**src/rtl/adc_sequencer_pkg.sv**
```systemverilog
// rtl/adc_sequencer_pkg.sv - shared types and aux word layout for the ADC sequencer
package adc_sequencer_pkg;

    typedef enum logic [1:0] {
        ST_IDLE      = 2'd0,
        ST_CMD       = 2'd1,
        ST_WAIT_RESP = 2'd2
    } state_t;

    typedef enum logic {
        KIND_AUDIO = 1'b0,
        KIND_AUX   = 1'b1
    } kind_t;

    localparam int AUX_DATA_LSB = 0;
    localparam int AUX_DATA_MSB = 11;
    localparam int AUX_CHAN_LSB = 16;
    localparam int AUX_CHAN_MSB = 20;

    // Builds the CPU-facing housekeeping word; unused bits are zero.
    function automatic logic [31:0] pack_aux_word(input logic [4:0] chan, input logic [11:0] data);
        logic [31:0] word;
        word = '0;
        word[AUX_DATA_MSB:AUX_DATA_LSB] = data;
        word[AUX_CHAN_MSB:AUX_CHAN_LSB] = chan;
        return word;
    endfunction

endpackage

```
**src/rtl/adc_sequencer_if.sv**
```systemverilog
// rtl/adc_sequencer_if.sv - ADC IP command/response port bundle
interface adc_sequencer_if;
    logic       command_valid_out;
    logic [4:0] command_channel_out;
    logic       command_startofpacket_out;
    logic       command_endofpacket_out;
    logic       command_ready_in;
    logic       response_valid_in;
    logic [4:0] response_channel_in;
    logic [11:0] response_data_in;

    modport master (
        output command_valid_out,
        output command_channel_out,
        output command_startofpacket_out,
        output command_endofpacket_out,
        input  command_ready_in,
        input  response_valid_in,
        input  response_channel_in,
        input  response_data_in
    );

    modport slave (
        input  command_valid_out,
        input  command_channel_out,
        input  command_startofpacket_out,
        input  command_endofpacket_out,
        output command_ready_in,
        output response_valid_in,
        output response_channel_in,
        output response_data_in
    );
endinterface

```
**src/rtl/adc_aux_picker.sv**
```systemverilog
// rtl/adc_aux_picker.sv - round-robin next-set-bit search over the housekeeping mask
module adc_aux_picker (
    input  logic [15:0] mask,
    input  logic [3:0]  last_idx,
    output logic [3:0]  next_idx,
    output logic        found
);

    logic [3:0] idx;

    // Walk offsets from far to near so the nearest set bit after last_idx wins;
    // offset 16 wraps back onto last_idx itself when it is the only set bit.
    always_comb begin
        next_idx = '0;
        found    = 1'b0;
        idx      = '0;
        for (int off = 16; off >= 1; off--) begin
            idx = last_idx + off[3:0];
            if (mask[idx]) begin
                found    = 1'b1;
                next_idx = idx;
            end
        end
    end

endmodule

```
**src/rtl/adc_sequencer.sv**
```systemverilog
// rtl/adc_sequencer.sv - shares the ADC between audio sample ticks and CPU housekeeping polls
module adc_sequencer
    import adc_sequencer_pkg::*;
#(
    parameter int          AUDIO_CHANNEL = 1,
    parameter logic [15:0] AUX_MASK      = 16'h00F0,
    parameter int          TIMEOUT       = 64
) (
    input  logic               clk,
    input  logic               rst,
    adc_sequencer_if.master    adc,
    input  logic               audio_req_in,
    output logic [11:0]        audio_out,
    output logic               audio_stb_out,
    input  logic               aux_enable_in,
    output logic [31:0]        aux_out,
    output logic               aux_stb_out,
    input  logic               aux_ack_in,
    input  logic               clear_in,
    output logic               overrun_out,
    output logic               timeout_out,
    output logic               mismatch_out
);

    localparam logic [7:0] TIMER_LAST = 8'(TIMEOUT - 1);

    state_t      state_q, state_d;
    kind_t       kind_q;
    logic [4:0]  chan_q;
    logic        audio_pend_q;
    logic [3:0]  last_aux_q;
    logic [7:0]  timer_q;
    logic [11:0] audio_q;
    logic        audio_stb_q;
    logic [31:0] aux_q;
    logic        aux_stb_q;
    logic        overrun_q, timeout_q, mismatch_q;
    logic        pkt_q;

    logic        take_audio, take_aux, resp_hit, resp_miss, timed_out;
    logic [3:0]  pick_idx;
    logic        pick_found;

    adc_aux_picker u_picker (
        .mask     (AUX_MASK),
        .last_idx (last_aux_q),
        .next_idx (pick_idx),
        .found    (pick_found)
    );

    // State register.
    always_ff @(posedge clk) begin
        if (rst) state_q <= ST_IDLE;
        else     state_q <= state_d;
    end

    // Arbitration, command handshake and response classification.
    always_comb begin
        state_d    = state_q;
        take_audio = 1'b0;
        take_aux   = 1'b0;
        resp_hit   = 1'b0;
        resp_miss  = 1'b0;
        timed_out  = 1'b0;
        case (state_q)
            ST_IDLE: begin
                if (audio_pend_q) begin
                    take_audio = 1'b1;
                    state_d    = ST_CMD;
                end else if (aux_enable_in && (AUX_MASK != 16'h0) && !aux_stb_q && pick_found) begin
                    take_aux = 1'b1;
                    state_d  = ST_CMD;
                end
            end
            ST_CMD: begin
                if (adc.command_ready_in) state_d = ST_WAIT_RESP;
            end
            ST_WAIT_RESP: begin
                if (adc.response_valid_in && adc.response_channel_in == chan_q) begin
                    resp_hit = 1'b1;
                    state_d  = ST_IDLE;
                end else begin
                    resp_miss = adc.response_valid_in;
                    if (timer_q == TIMER_LAST) begin
                        timed_out = 1'b1;
                        state_d   = ST_IDLE;
                    end
                end
            end
            default: state_d = ST_IDLE;
        endcase
    end

    // Issued-conversion bookkeeping: channel, kind, round-robin pointer and response timer.
    always_ff @(posedge clk) begin
        if (rst) begin
            kind_q     <= KIND_AUDIO;
            chan_q     <= '0;
            last_aux_q <= 4'd15;
            timer_q    <= '0;
        end else begin
            if (take_audio) begin
                kind_q <= KIND_AUDIO;
                chan_q <= 5'(AUDIO_CHANNEL);
            end else if (take_aux) begin
                kind_q     <= KIND_AUX;
                chan_q     <= {1'b0, pick_idx};
                last_aux_q <= pick_idx;
            end
            if (state_q == ST_WAIT_RESP && state_d == ST_WAIT_RESP) timer_q <= timer_q + 8'd1;
            else                                                    timer_q <= '0;
        end
    end

    // Audio request latch; a request on top of an unserved one is lost and flagged.
    always_ff @(posedge clk) begin
        if (rst)               audio_pend_q <= 1'b0;
        else if (audio_req_in) audio_pend_q <= 1'b1;
        else if (take_audio)   audio_pend_q <= 1'b0;
    end

    // Result delivery: one-cycle audio strobe, held aux word until the CPU acks.
    always_ff @(posedge clk) begin
        if (rst) begin
            audio_q     <= '0;
            audio_stb_q <= 1'b0;
            aux_q       <= '0;
            aux_stb_q   <= 1'b0;
        end else begin
            audio_stb_q <= resp_hit && (kind_q == KIND_AUDIO);
            if (resp_hit && kind_q == KIND_AUDIO) audio_q <= adc.response_data_in;
            if (resp_hit && kind_q == KIND_AUX) begin
                aux_q     <= pack_aux_word(chan_q, adc.response_data_in);
                aux_stb_q <= 1'b1;
            end else if (aux_stb_q && aux_ack_in) begin
                aux_stb_q <= 1'b0;
            end
        end
    end

    // Sticky error flags; a new event in the clearing cycle keeps the flag set.
    always_ff @(posedge clk) begin
        if (rst) begin
            overrun_q  <= 1'b0;
            timeout_q  <= 1'b0;
            mismatch_q <= 1'b0;
        end else begin
            if (audio_req_in && audio_pend_q) overrun_q  <= 1'b1;
            else if (clear_in)                overrun_q  <= 1'b0;
            if (timed_out)                    timeout_q  <= 1'b1;
            else if (clear_in)                timeout_q  <= 1'b0;
            if (resp_miss)                    mismatch_q <= 1'b1;
            else if (clear_in)                mismatch_q <= 1'b0;
        end
    end

    // Every command is a single-beat packet; framing bits are low only while in reset.
    always_ff @(posedge clk) begin
        if (rst) pkt_q <= 1'b0;
        else     pkt_q <= 1'b1;
    end

    assign adc.command_valid_out         = (state_q == ST_CMD);
    assign adc.command_channel_out       = chan_q;
    assign adc.command_startofpacket_out = pkt_q;
    assign adc.command_endofpacket_out   = pkt_q;

    assign audio_out     = audio_q;
    assign audio_stb_out = audio_stb_q;
    assign aux_out       = aux_q;
    assign aux_stb_out   = aux_stb_q;
    assign overrun_out   = overrun_q;
    assign timeout_out   = timeout_q;
    assign mismatch_out  = mismatch_q;

endmodule

```
**src/flat_wrapper.sv**
```systemverilog
// flat-port wrapper written by rule: the top's interface ports become plain ports
module adc_sequencer_flat import adc_sequencer_pkg::*;
#(
    parameter int          AUDIO_CHANNEL = 1,
    parameter logic [15:0] AUX_MASK      = 16'h00F0,
    parameter int          TIMEOUT       = 64
)
  (clk, rst, audio_req_in, audio_out, audio_stb_out, aux_enable_in, aux_out, aux_stb_out, aux_ack_in, clear_in, overrun_out, timeout_out, mismatch_out, adc_command_valid_out, adc_command_channel_out, adc_command_startofpacket_out, adc_command_endofpacket_out, adc_command_ready_in, adc_response_valid_in, adc_response_channel_in, adc_response_data_in);
  adc_sequencer_if adc_i ();
  input  logic clk;
  input  logic rst;
  input  logic audio_req_in;
  output logic [11:0] audio_out;
  output logic audio_stb_out;
  input  logic aux_enable_in;
  output logic [31:0] aux_out;
  output logic aux_stb_out;
  input  logic aux_ack_in;
  input  logic clear_in;
  output logic overrun_out;
  output logic timeout_out;
  output logic mismatch_out;
  output wire logic [$bits(adc_i.command_valid_out)-1:0] adc_command_valid_out;
  output wire logic [$bits(adc_i.command_channel_out)-1:0] adc_command_channel_out;
  output wire logic [$bits(adc_i.command_startofpacket_out)-1:0] adc_command_startofpacket_out;
  output wire logic [$bits(adc_i.command_endofpacket_out)-1:0] adc_command_endofpacket_out;
  input wire logic [$bits(adc_i.command_ready_in)-1:0] adc_command_ready_in;
  input wire logic [$bits(adc_i.response_valid_in)-1:0] adc_response_valid_in;
  input wire logic [$bits(adc_i.response_channel_in)-1:0] adc_response_channel_in;
  input wire logic [$bits(adc_i.response_data_in)-1:0] adc_response_data_in;
  assign adc_command_valid_out = adc_i.command_valid_out;
  assign adc_command_channel_out = adc_i.command_channel_out;
  assign adc_command_startofpacket_out = adc_i.command_startofpacket_out;
  assign adc_command_endofpacket_out = adc_i.command_endofpacket_out;
  assign adc_i.command_ready_in = adc_command_ready_in;
  assign adc_i.response_valid_in = adc_response_valid_in;
  assign adc_i.response_channel_in = adc_response_channel_in;
  assign adc_i.response_data_in = adc_response_data_in;
  adc_sequencer #(.AUDIO_CHANNEL(AUDIO_CHANNEL), .AUX_MASK(AUX_MASK), .TIMEOUT(TIMEOUT)) u_core (.clk(clk), .rst(rst), .adc(adc_i), .audio_req_in(audio_req_in), .audio_out(audio_out), .audio_stb_out(audio_stb_out), .aux_enable_in(aux_enable_in), .aux_out(aux_out), .aux_stb_out(aux_stb_out), .aux_ack_in(aux_ack_in), .clear_in(clear_in), .overrun_out(overrun_out), .timeout_out(timeout_out), .mismatch_out(mismatch_out));
endmodule
```
**config.mk**
```make
export PLATFORM = sky130hd
export DESIGN_NAME = adc_sequencer_flat
export DESIGN_NICKNAME = d
export VERILOG_FILES = /design/src/rtl/adc_sequencer_pkg.sv /design/src/rtl/adc_sequencer_if.sv /design/src/rtl/adc_aux_picker.sv /design/src/rtl/adc_sequencer.sv /design/src/flat_wrapper.sv
export SDC_FILE = /design/constraint.sdc
export NUM_CORES = 1
export LEC_CHECK = 0
export CORE_MARGIN = 10
export CORE_UTILIZATION = 45
export DETAILED_ROUTE_END_ITERATION = 6
export GPL_TIMING_DRIVEN = 0
export PLACE_DENSITY = 0.75
export SYNTH_ARGS = -nofsm -noshare
export SYNTH_HDL_FRONTEND = slang
export SYNTH_SLANG_ARGS = --single-unit
```
**constraint.sdc**
```tcl
create_clock -name clk -period 6.58 [get_ports clk]
set_clock_uncertainty 0.15 [all_clocks]
set_input_delay 1.316 -clock clk [delete_from_list [all_inputs] [get_ports clk]]
set_output_delay 1.316 -clock clk [all_outputs]
set_load 0.01 [all_outputs]
```
==> run summary <==
status - finished, final reports clean
Reg power frac - 40.1%
Yosys warning count - 0
post-synthesis cell type count - 56
FF+latch area - 1100 um^2
final RePlAce weighted congestion - 0.909
Post-synth ARST share - 0%
sw frac - 37.6%
CP bufs+invs - 2
CP cell instances - clkdlybuf4s50_1 -> xor2_1 -> nor2_1 -> nand4_1 -> or2_2 -> nor3b_1 -> clkbuf_1 -> nand2_1 -> a21oi_1
initial drt markers - 147
Critical Path Start - adc_response_channel_in[1]
Synth Cell Area - 3130 um^2
later-pin clock latency in the skew report - 320 ps
fraction of layout instances using a drive strength above 1 - 8.30%
Startpoint Class - input port
cts hold-fix bufs - 0
CTS H-tree lvls - 2
area delta synth->final - 28.6%
worst hold path type - flip-flop to flip-flop
RSZ-0062 raised after global routing - false
Comb pwr share - 39.0%
CTS Root Buffer Type - clkbuf_8
vias in the first global route - 2,846
Die Height - 103 um
Tmin final - 3490 ps
reg2reg setup slack - 3140 ps
reg2reg start - u_core.last_aux_q[2]
CTS buffer count - 5
nets@finish - 518
Post-synth top flop - dfxtp_1
Post-Syn Instances - 396
Yosys top cell area share - 35.2%
clock-pin slew on the worst setup and hold paths - 100 ps
Crit path required time - 6680 ps
register area share after synthesis - 35.2%
Fin. Hold Viols - 0
setup_tns - 0 ps
first drt pass iteration count - 4
Worst IR Drop VDD - 0.000148 V
switching pwr - 0.340 mW
Die W - 103 um
internal power - 0.566 mW
Core Rows - 30
Max clock buf depth - 2
setup repair bufs after CTS - 0
Starting Density - 46.1%
most frequent cell after synthesis - nand2_1
CTS resizes - 0
initial antenna violation count - 0
Max Clk Rate - 287 MHz
core area - 6790 um^2
Slew Limit Fails - 0
Worst path slowest cell - clkdlybuf4s50_1
gr ovfl total - 0
relative slew slack - 59.7%
CTS tree - done
Filler cells - 623
Hold WS - 301 ps
routed vias - 2,932
port bufs - 63
Worst-Margin Slew - 599 ps
Critical Path Sink Type - flip-flop
syn avg cell area - 7.90 um^2
largest net degree at the start of global routing - 18
vias per std cell - 5.07
PwrDens - 225 nW/um^2
first-pass GRT wire length - 14,100 um
Max-Cap Viols - 0
ANT cells - 0
top post-synthesis cells by area - dfxtp_1 35%, nand2_1 9.0%, a21oi_1 7.5%
flops & latches, synth - 55
All-Layer GR Usage - 16.4%
DRT Wirelength - 8690 um
CP max FO - 10
endpoints failing setup - 0
WP depth - 9
Routed Antenna Nets - 0
Post-synth EDFFs - 0
synth cell count leaders - 75 x nand2_1, 55 x dfxtp_1, 47 x a21oi_1
Crit path largest cell delay - 410 ps
top cell type by total area after synthesis - dfxtp_1
Reg2Reg Depth - 11
critical path's top delay family - simple AND/OR/NAND/NOR gates
clock power share - 20.9%
clock sink count - 55
post-DP HPWL - 6770 um
die area - 10,700 um^2
fin crit share - 53.0%
Remaining DRCs - 0
Reg-to-Reg End - u_core.adc.command_channel_out[1]
CP arrival - 3580 ps
CP Class - input port to flip-flop
io pins - 82
multi-input logic area - 1810 um^2
critical path endpoint - u_core.audio_out[8]
DR WL/cell - 15.0 um
Leak - 1.48 nW
[power by group through the flow]
| stage | Clock [mW] | Sequential (mW) | Combinational, mW |
|---|---|---|---|
| finish | 0.189 | 0.363 | 0.353 |
| CTS | 0.192 | 0.363 | 0.350 |
| floorplan | 0 | 0.367 | 0.262 |
| detailed placement | 0 | 0.371 | 0.349 |
| global placement | 0 | 0.371 | 0.346 |
| global route | 0.204 | 0.366 | 0.394 |
[final cells by class]
class,count,share of cell area [%]
multi-input combinational,306,44.9
sequential,55,27.4
timing repair buffer,63,15.7
buffer,41,6.03
tap,96,2.98
clock buffer,5,1.71
inverter,10,0.933
clock inverter,2,0.404
[sequential cells by signal, summed over array words and instances (netlist names), 2 cells and up, named ones only]
name / count
u_core.aux_out: 16
u_core.timer_q: 8
u_core.last_aux_q: 4
u_core.audio_out: 12
u_core.adc.command_channel_out: 4
u_core.state_q: 2
[worst min-delay path by stage]
| stage | start | end | cells past startpoint |
|---|---|---|---|
| final | u_core.aux_out[16] | u_core.aux_out[16] | 2 |
| after global routing | u_core.aux_out[0] | u_core.aux_out[0] | 2 |
| after CTS | u_core.aux_out[16] | u_core.aux_out[16] | 2 |
| after detailed placement | u_core.aux_out[16] | u_core.aux_out[16] | 2 |
| after global placement | u_core.aux_out[11] | u_core.aux_out[11] | 2 |
| after floorplan | u_core.timer_q[0] | u_core.timer_q[0] | 1 |
[worst min-delay path: stages (launching register included)]
cell,delay [ps]
dfxtp_1,320
nand2_1,50
a21oi_1,50
[layer usage]
metal	GRT usage, %	part of all wire (%)	up-vias
li1	-	-	1502
met5	0	0	-
met4	2.89	0.99	0
met1	21.6	44	1352
met2	26.6	48	69
met3	4.39	6.7	9
[layout by cell type (no fill, tap or decap), types with 3 or more instances in the layout]
| cell type | instances |
|---|---|
| o21ai_1 | 5 |
| clkbuf_8 | 5 |
| xnor2_2 | 4 |
| ha_1 | 11 |
| nor4_1 | 4 |
| a211oi_1 | 4 |
| clkdlybuf4s50_1 | 63 |
| conb_1 | 17 |
| buf_4 | 18 |
| xnor2_1 | 10 |
| nor2_1 | 27 |
| nand3b_1 | 4 |
| nor3_1 | 10 |
| o31a_1 | 3 |
| a21oi_1 | 47 |
| o221ai_1 | 3 |
| nand2b_1 | 9 |
| nand3_1 | 8 |
| o211ai_1 | 4 |
| inv_1 | 10 |
| nand4_1 | 3 |
| a2111oi_0 | 3 |
| nand2_1 | 75 |
| dfxtp_1 | 55 |
| xor2_1 | 6 |
| o21ai_0 | 7 |
| nor2b_1 | 7 |
| clkbuf_1 | 17 |
[cell families (layout without fill, tap and decap cells)]
group	after synthesis	after routing	synth area share, %
multiplexers	1	1	0.360
adder cells (fa/ha/maj)	11	11	4.40
buffers and inverters	51	121	8.96
XOR/XNOR	21	21	7.08
AO/OA/AOI/OAI	99	99	20.8
other	1	17	0.120
flip-flops	55	55	35.2
AND/OR/NAND/NOR	157	157	23.1
[metrics by stage]
stage | instance area (um^2) | util, % | total power, mW | worst slack [ps] | cells
floorplan | 3190 | - | 0.628 | 3610 | 412
CTS | 4030 | 59.2 | 0.905 | 3090 | 578
global placement | 3940 | 58.0 | 0.717 | 2830 | 571
detailed placement | 3940 | 58.0 | 0.719 | 2780 | 571
global route | 4030 | 59.2 | 0.964 | 2850 | 578
finish | 4030 | 59.2 | 0.906 | 3090 | 578
No activity file was read; power rests on OpenSTA's default activity.
==> RTL edit 1, RTL diff (same flow settings) <==
`TIMEOUT` is set to 64 in 2 places; all go to 48.
--- a/src/rtl/adc_sequencer.sv
+++ b/src/rtl/adc_sequencer.sv
@@ -6,3 +6,3 @@
     parameter logic [15:0] AUX_MASK      = 16'h00F0,
-    parameter int          TIMEOUT       = 64
+    parameter int          TIMEOUT       = 48
 ) (
--- a/src/flat_wrapper.sv
+++ b/src/flat_wrapper.sv
@@ -5,3 +5,3 @@
     parameter logic [15:0] AUX_MASK      = 16'h00F0,
-    parameter int          TIMEOUT       = 64
+    parameter int          TIMEOUT       = 48
 )
Check against the original RTL: no difference found for any inputs over 4 cycles, from zero or initial values and one cycle with rst high; that may be too few to reach the edited logic, so the function may still have changed.
==> RTL edit 1 against the unedited design <==
  * Sequential cell count did not move
  * Area after synthesis grew 3.1%
  * Global-route usage down 0.18 points
  * Critical path depth unchanged
  * Final area increased by 2.7%
  * Total power decreased by 0.59%
  * Routed wire length grew 5.1%
  * Worst setup slack better by 0.035 ns
  * Worst hold slack better by 0.016 ns
  * Largest power group unchanged
==> RTL edit 1: results <==
metrics = {
    "status": {
        "status": "finished clean",
    },
    "cts": {
        "cts_root_buffer": "clkbuf_8",
        "postCtsSetupRepairBufs": 0,
        "clkLatencyLatePin_ns": 0.31,
        "h-tree-depth": 2,
        "cts_buffers": 5,
        "clkTransAtPathRegs_ns": 0.09,
    },
    "setup_path": {
        "r2r_cells": 9,
        "cp_top_family": "simple AND/OR/NAND/NOR gates",
        "r2r_slack_ns": 3.56,
        "slowest_delay_ns": 0.45,
        "rr_startpoint": "u_core.last_aux_q[1]$_SDFFE_PP1N_",
        "crit_slowest_cell": "nor3b_2",
        "r2r_end": "u_core.last_aux_q[0]$_SDFFE_PP1N_",
        "critPathArrivalTime_ns": 3.49,
    },
    "logic_synthesis": {
        "yosysSeqAreaShare": 0.341,
        "synth.distinct_cells": 64,
        "synth_compound_area_frac": 0.195,
        "synth_fa_ha_area_frac": 0.0427,
        "synth.mux.area_fraction": 0.0900,
        "synthXorXnorAreaFrac": 0.0539,
        "synth.area.top_cells": "dfxtp_1, mux2i_1, nor2_1",
        "synth_common_cells": "nor2_1, dfxtp_1, mux2i_1, a21oi_1, buf_4",
        "synth-main-ff-cell": "dfxtp_1",
        "ys_warn_count": 0,
    },
    "min_path": {
        "min_to": "u_core.timer_q[0]$_SDFF_PP0_",
        "hold_depth": 1,
        "worstHoldStart": "u_core.timer_q[0]$_SDFF_PP0_",
        "min_path_type": "reg -> reg",
    },
    "power": {
        "ir_drop_uv": 121,
        "leakagePower_nw": 1.58,
    },
    "timing": {
        "period_share": 0.524,
        "finalHoldViolCount": 0,
        "worst_pin_slew_ns": 0.850,
    },
    "route": {
        "vias_per_cell": 5.22,
        "routed_wl_mm": 9.13,
        "drt_iter0_markers": 124,
        "firstDrtPassIters": 4,
    },
    "cells_and_area": {
        "antenna_cells": 0,
        "fin_nets": 499,
        "drive_gt1_frac": 0.103,
        "largest_reg_flops": 16,
        "nFillCells": 608,
    },
    "global_routing": {
        "grt_pass1_wl_mm": 14.9,
        "grt_pass1_vias": 2955,
        "grt_max_degree": 17,
        "grt_usage": 0.162,
    },
    "placement": {
        "dp_hpwl_mm": 7.25,
        "port_buffers": 64,
        "place_ws_ns": 2.78,
        "gp_congestion": 0.867,
    },
}
==> RTL edit 1: power by group <==
group	leakage (nW)	switching, mW	total, mW	internal [mW]
registers	0.446	0.0226	0.367	0.345
logic	1.09	0.208	0.352	0.143
clock network	0.0412	0.107	0.182	0.0746
==> RTL edit 1: cell type report <==
| class | count | share of cell area |
|---|---|---|
| plain buffers | 36 | 0.0590 |
| flip-flops and latches | 55 | 0.266 |
| inverters | 16 | 0.0145 |
| well taps | 96 | 0.0291 |
| clock inverters | 2 | 0.00303 |
| repair buffers | 64 | 0.155 |
| multi-input cells | 285 | 0.455 |
| clock buffers | 6 | 0.0176 |
==> RTL edit 1: worst max-delay path by stage <==
stage / startpoint / end / depth (start not counted)
3_5_place_dp: adc_response_channel_in[1] / u_core.audio_out[6]$_SDFFE_PP0P_ / 9
4_1_cts: adc_response_channel_in[1] / u_core.audio_out[6]$_SDFFE_PP0P_ / 9
6_report: adc_response_channel_in[1] / u_core.audio_out[6]$_SDFFE_PP0P_ / 9
2_1_floorplan: adc_response_channel_in[1] / u_core.audio_out[10]$_SDFFE_PP0P_ / 8
3_3_place_gp: adc_response_channel_in[1] / u_core.audio_out[7]$_SDFFE_PP0P_ / 9
5_1_grt: adc_response_channel_in[1] / u_core.audio_out[6]$_SDFFE_PP0P_ / 9
==> RTL edit 1: cell families after synthesis <==
kind of cell | after synthesis
compound gates | 88
xor+xnor | 19
fa+ha+maj | 11
buf+inv | 52
flops | 55
mux | 29
other cells | 1
simple gates | 121
==> RTL edit 1: metal layers <==
metal	vias up	wire, um	GRT usage
met2	100	4440	0.277
met4	0	182	0.0569
met5	-	0	0
met3	12	784	0.0577
li1	1455	-	-
met1	1357	3720	0.183
==> RTL edit 1: through the flow <==
stage | util | std cells | hold slack (ns) | power, mW | area (sq um)
floorplan | - | 392 | 0.280 | 0.622 | 3290
global placement | 0.589 | 552 | 0.293 | 0.719 | 4050
detailed placement | 0.589 | 552 | 0.304 | 0.718 | 4050
CTS | 0.602 | 560 | 0.326 | 0.899 | 4130
global route | 0.602 | 560 | 0.367 | 0.958 | 4130
finish | 0.602 | 560 | 0.317 | 0.901 | 4130
==> RTL edit 2, RTL diff (config.mk and constraints unchanged) <==
Without the edit above. The 3 states of `state_t` get a one-hot encoding in 3 bits.
--- a/src/rtl/adc_sequencer_pkg.sv
+++ b/src/rtl/adc_sequencer_pkg.sv
@@ -3,6 +3,6 @@
 
-    typedef enum logic [1:0] {
-        ST_IDLE      = 2'd0,
-        ST_CMD       = 2'd1,
-        ST_WAIT_RESP = 2'd2
+    typedef enum logic [2:0] {
+        ST_IDLE      = 3'b001,
+        ST_CMD       = 3'b010,
+        ST_WAIT_RESP = 3'b100
     } state_t;
Formal check against the unedited RTL: same outputs for any inputs over 10 cycles, from zero or initial values and one cycle with rst high; not proved beyond that.
==> RTL edit 2 against the unedited design <==
  * Cell count shrank 3.3%
  * Routed wire length grew 0.39%
  * Final area grew 5.1%
  * Largest cell class unchanged
  * Synthesized cell count shrank 6.1%
  * Total power shrank 1.3%
  * Worst hold slack gained 0.021 ns
  * Sequential cell count grew 1
  * Area after synthesis grew 5.2%
  * Worst setup slack gained 0.21 ns
==> RTL edit 2: results <==
metrics = {
    "power": {
        "p_seq_frac": 0.407,
        "ir_drop_uv": 129,
        "comb_power_share": 0.334,
        "power.internal_uw": 592,
        "leakagePower_nw": 1.86,
    },
    "setup_path": {
        "r2r_cells": 10,
        "crit_path_start": "aux_enable_in",
        "slowest_delay_ns": 0.52,
        "critPathArrivalTime_ns": 3.34,
        "r2r_slack_ns": 3.56,
        "rr_startpoint": "u_core.last_aux_q[1]$_SDFFE_PP1N_",
        "critical_path.endpoint": "u_core.adc.command_channel_out[1]$_SDFFE_PP0N_",
        "crit_slowest_cell": "or4_1",
        "cp_max_fo": 6,
        "r2r_end": "u_core.last_aux_q[0]$_SDFFE_PP1N_",
    },
    "min_path": {
        "worstHoldStart": "u_core.timer_q[0]$_SDFF_PP0_",
        "min_to": "u_core.timer_q[0]$_SDFF_PP0_",
        "hold_depth": 1,
        "min_path_type": "reg -> reg",
    },
    "cells_and_area": {
        "drive_gt1_frac": 0.126,
        "largest_reg_flops": 16,
        "fin_nets": 495,
    },
    "logic_synthesis": {
        "yosysSeqAreaShare": 0.340,
        "ys_warn_count": 0,
        "synth.distinct_cells": 71,
        "async_flop_share": 0,
        "synth_common_cells": "nor2_1, dfxtp_1, mux2i_1, nand2_1, buf_4",
        "synth.area.top_cells": "dfxtp_1, mux2i_1, nor2_1",
    },
    "cts": {
        "clkTransAtPathRegs_ns": 0.10,
    },
    "timing": {
        "max-slew-margin-rel": 0.661,
        "hold-worst-slack_ns": 0.322,
        "period_share": 0.498,
    },
    "placement": {
        "place_ws_ns": 3.02,
        "dp_hpwl_mm": 6.75,
        "gp_congestion": 0.873,
        "port_buffers": 64,
    },
    "global_routing": {
        "grt_usage": 0.152,
        "grt_pass1_wl_mm": 14.2,
        "grt_pass1_vias": 2967,
    },
    "status": {
        "status": "finished clean",
    },
    "route": {
        "vias_per_cell": 5.18,
        "drt_iter0_markers": 131,
        "wl_per_cell_um": 15.6,
    },
}
-- RTL edit 2: changes by cell type in the layout (fill, tap and decap cells not counted), moves of 5 or more --
| cell | unedited run | this run |
|---|---|---|
| nand2_1 | 75 | 19 |
| mux2i_1 | 0 | 29 |
| a21oi_1 | 47 | 17 |
| clkbuf_1 | 17 | 8 |
| nor2_1 | 27 | 57 |
| nor2b_1 | 7 | 2 |
| a31oi_1 | 2 | 8 |
-- RTL edit 2: metrics by stage --
stage / instance area (sq um) / util / std cells / total power, mW
2_1_floorplan: 3350 / - / 388 / 0.589
3_3_place_gp: 4120 / 0.574 / 551 / 0.661
3_5_place_dp: 4120 / 0.574 / 551 / 0.665
4_1_cts: 4230 / 0.589 / 559 / 0.894
5_1_grt: 4230 / 0.589 / 559 / 0.942
6_report: 4230 / 0.589 / 559 / 0.894
-- RTL edit 2: cell type report --
type | instances | area [sq um]
Sequential cell | 56 | 1120
Multi-Input combinational cell | 285 | 1960
Buffer | 35 | 229
Clock inverter | 2 | 38.8
Tap cell | 99 | 124
Clock buffer | 6 | 72.6
Inverter | 12 | 45.0
Timing Repair Buffer | 64 | 641
Fill cell | 620 | 2950
-- RTL edit 2: per-layer routing --
layer,part of all wire,GRT usage,up-vias
li1,-,-,1447
met1,0.41,0.175,1343
met2,0.48,0.252,101
met3,0.10,0.0670,7
met4,0.0078,0.0426,0
met5,0,0,-
-- RTL edit 2: logic make-up after synthesis --
family / after synthesis / synth area share
XOR/XNOR: 21 / 0.0707
adder cells (fa/ha/maj): 11 / 0.0418
multiplexers: 30 / 0.0916
AND/OR/NAND/NOR: 124 / 0.185
buffers and inverters: 47 / 0.0832
flip-flops: 56 / 0.340
other: 1 / 0.00114
AO/OA/AOI/OAI: 82 / 0.186
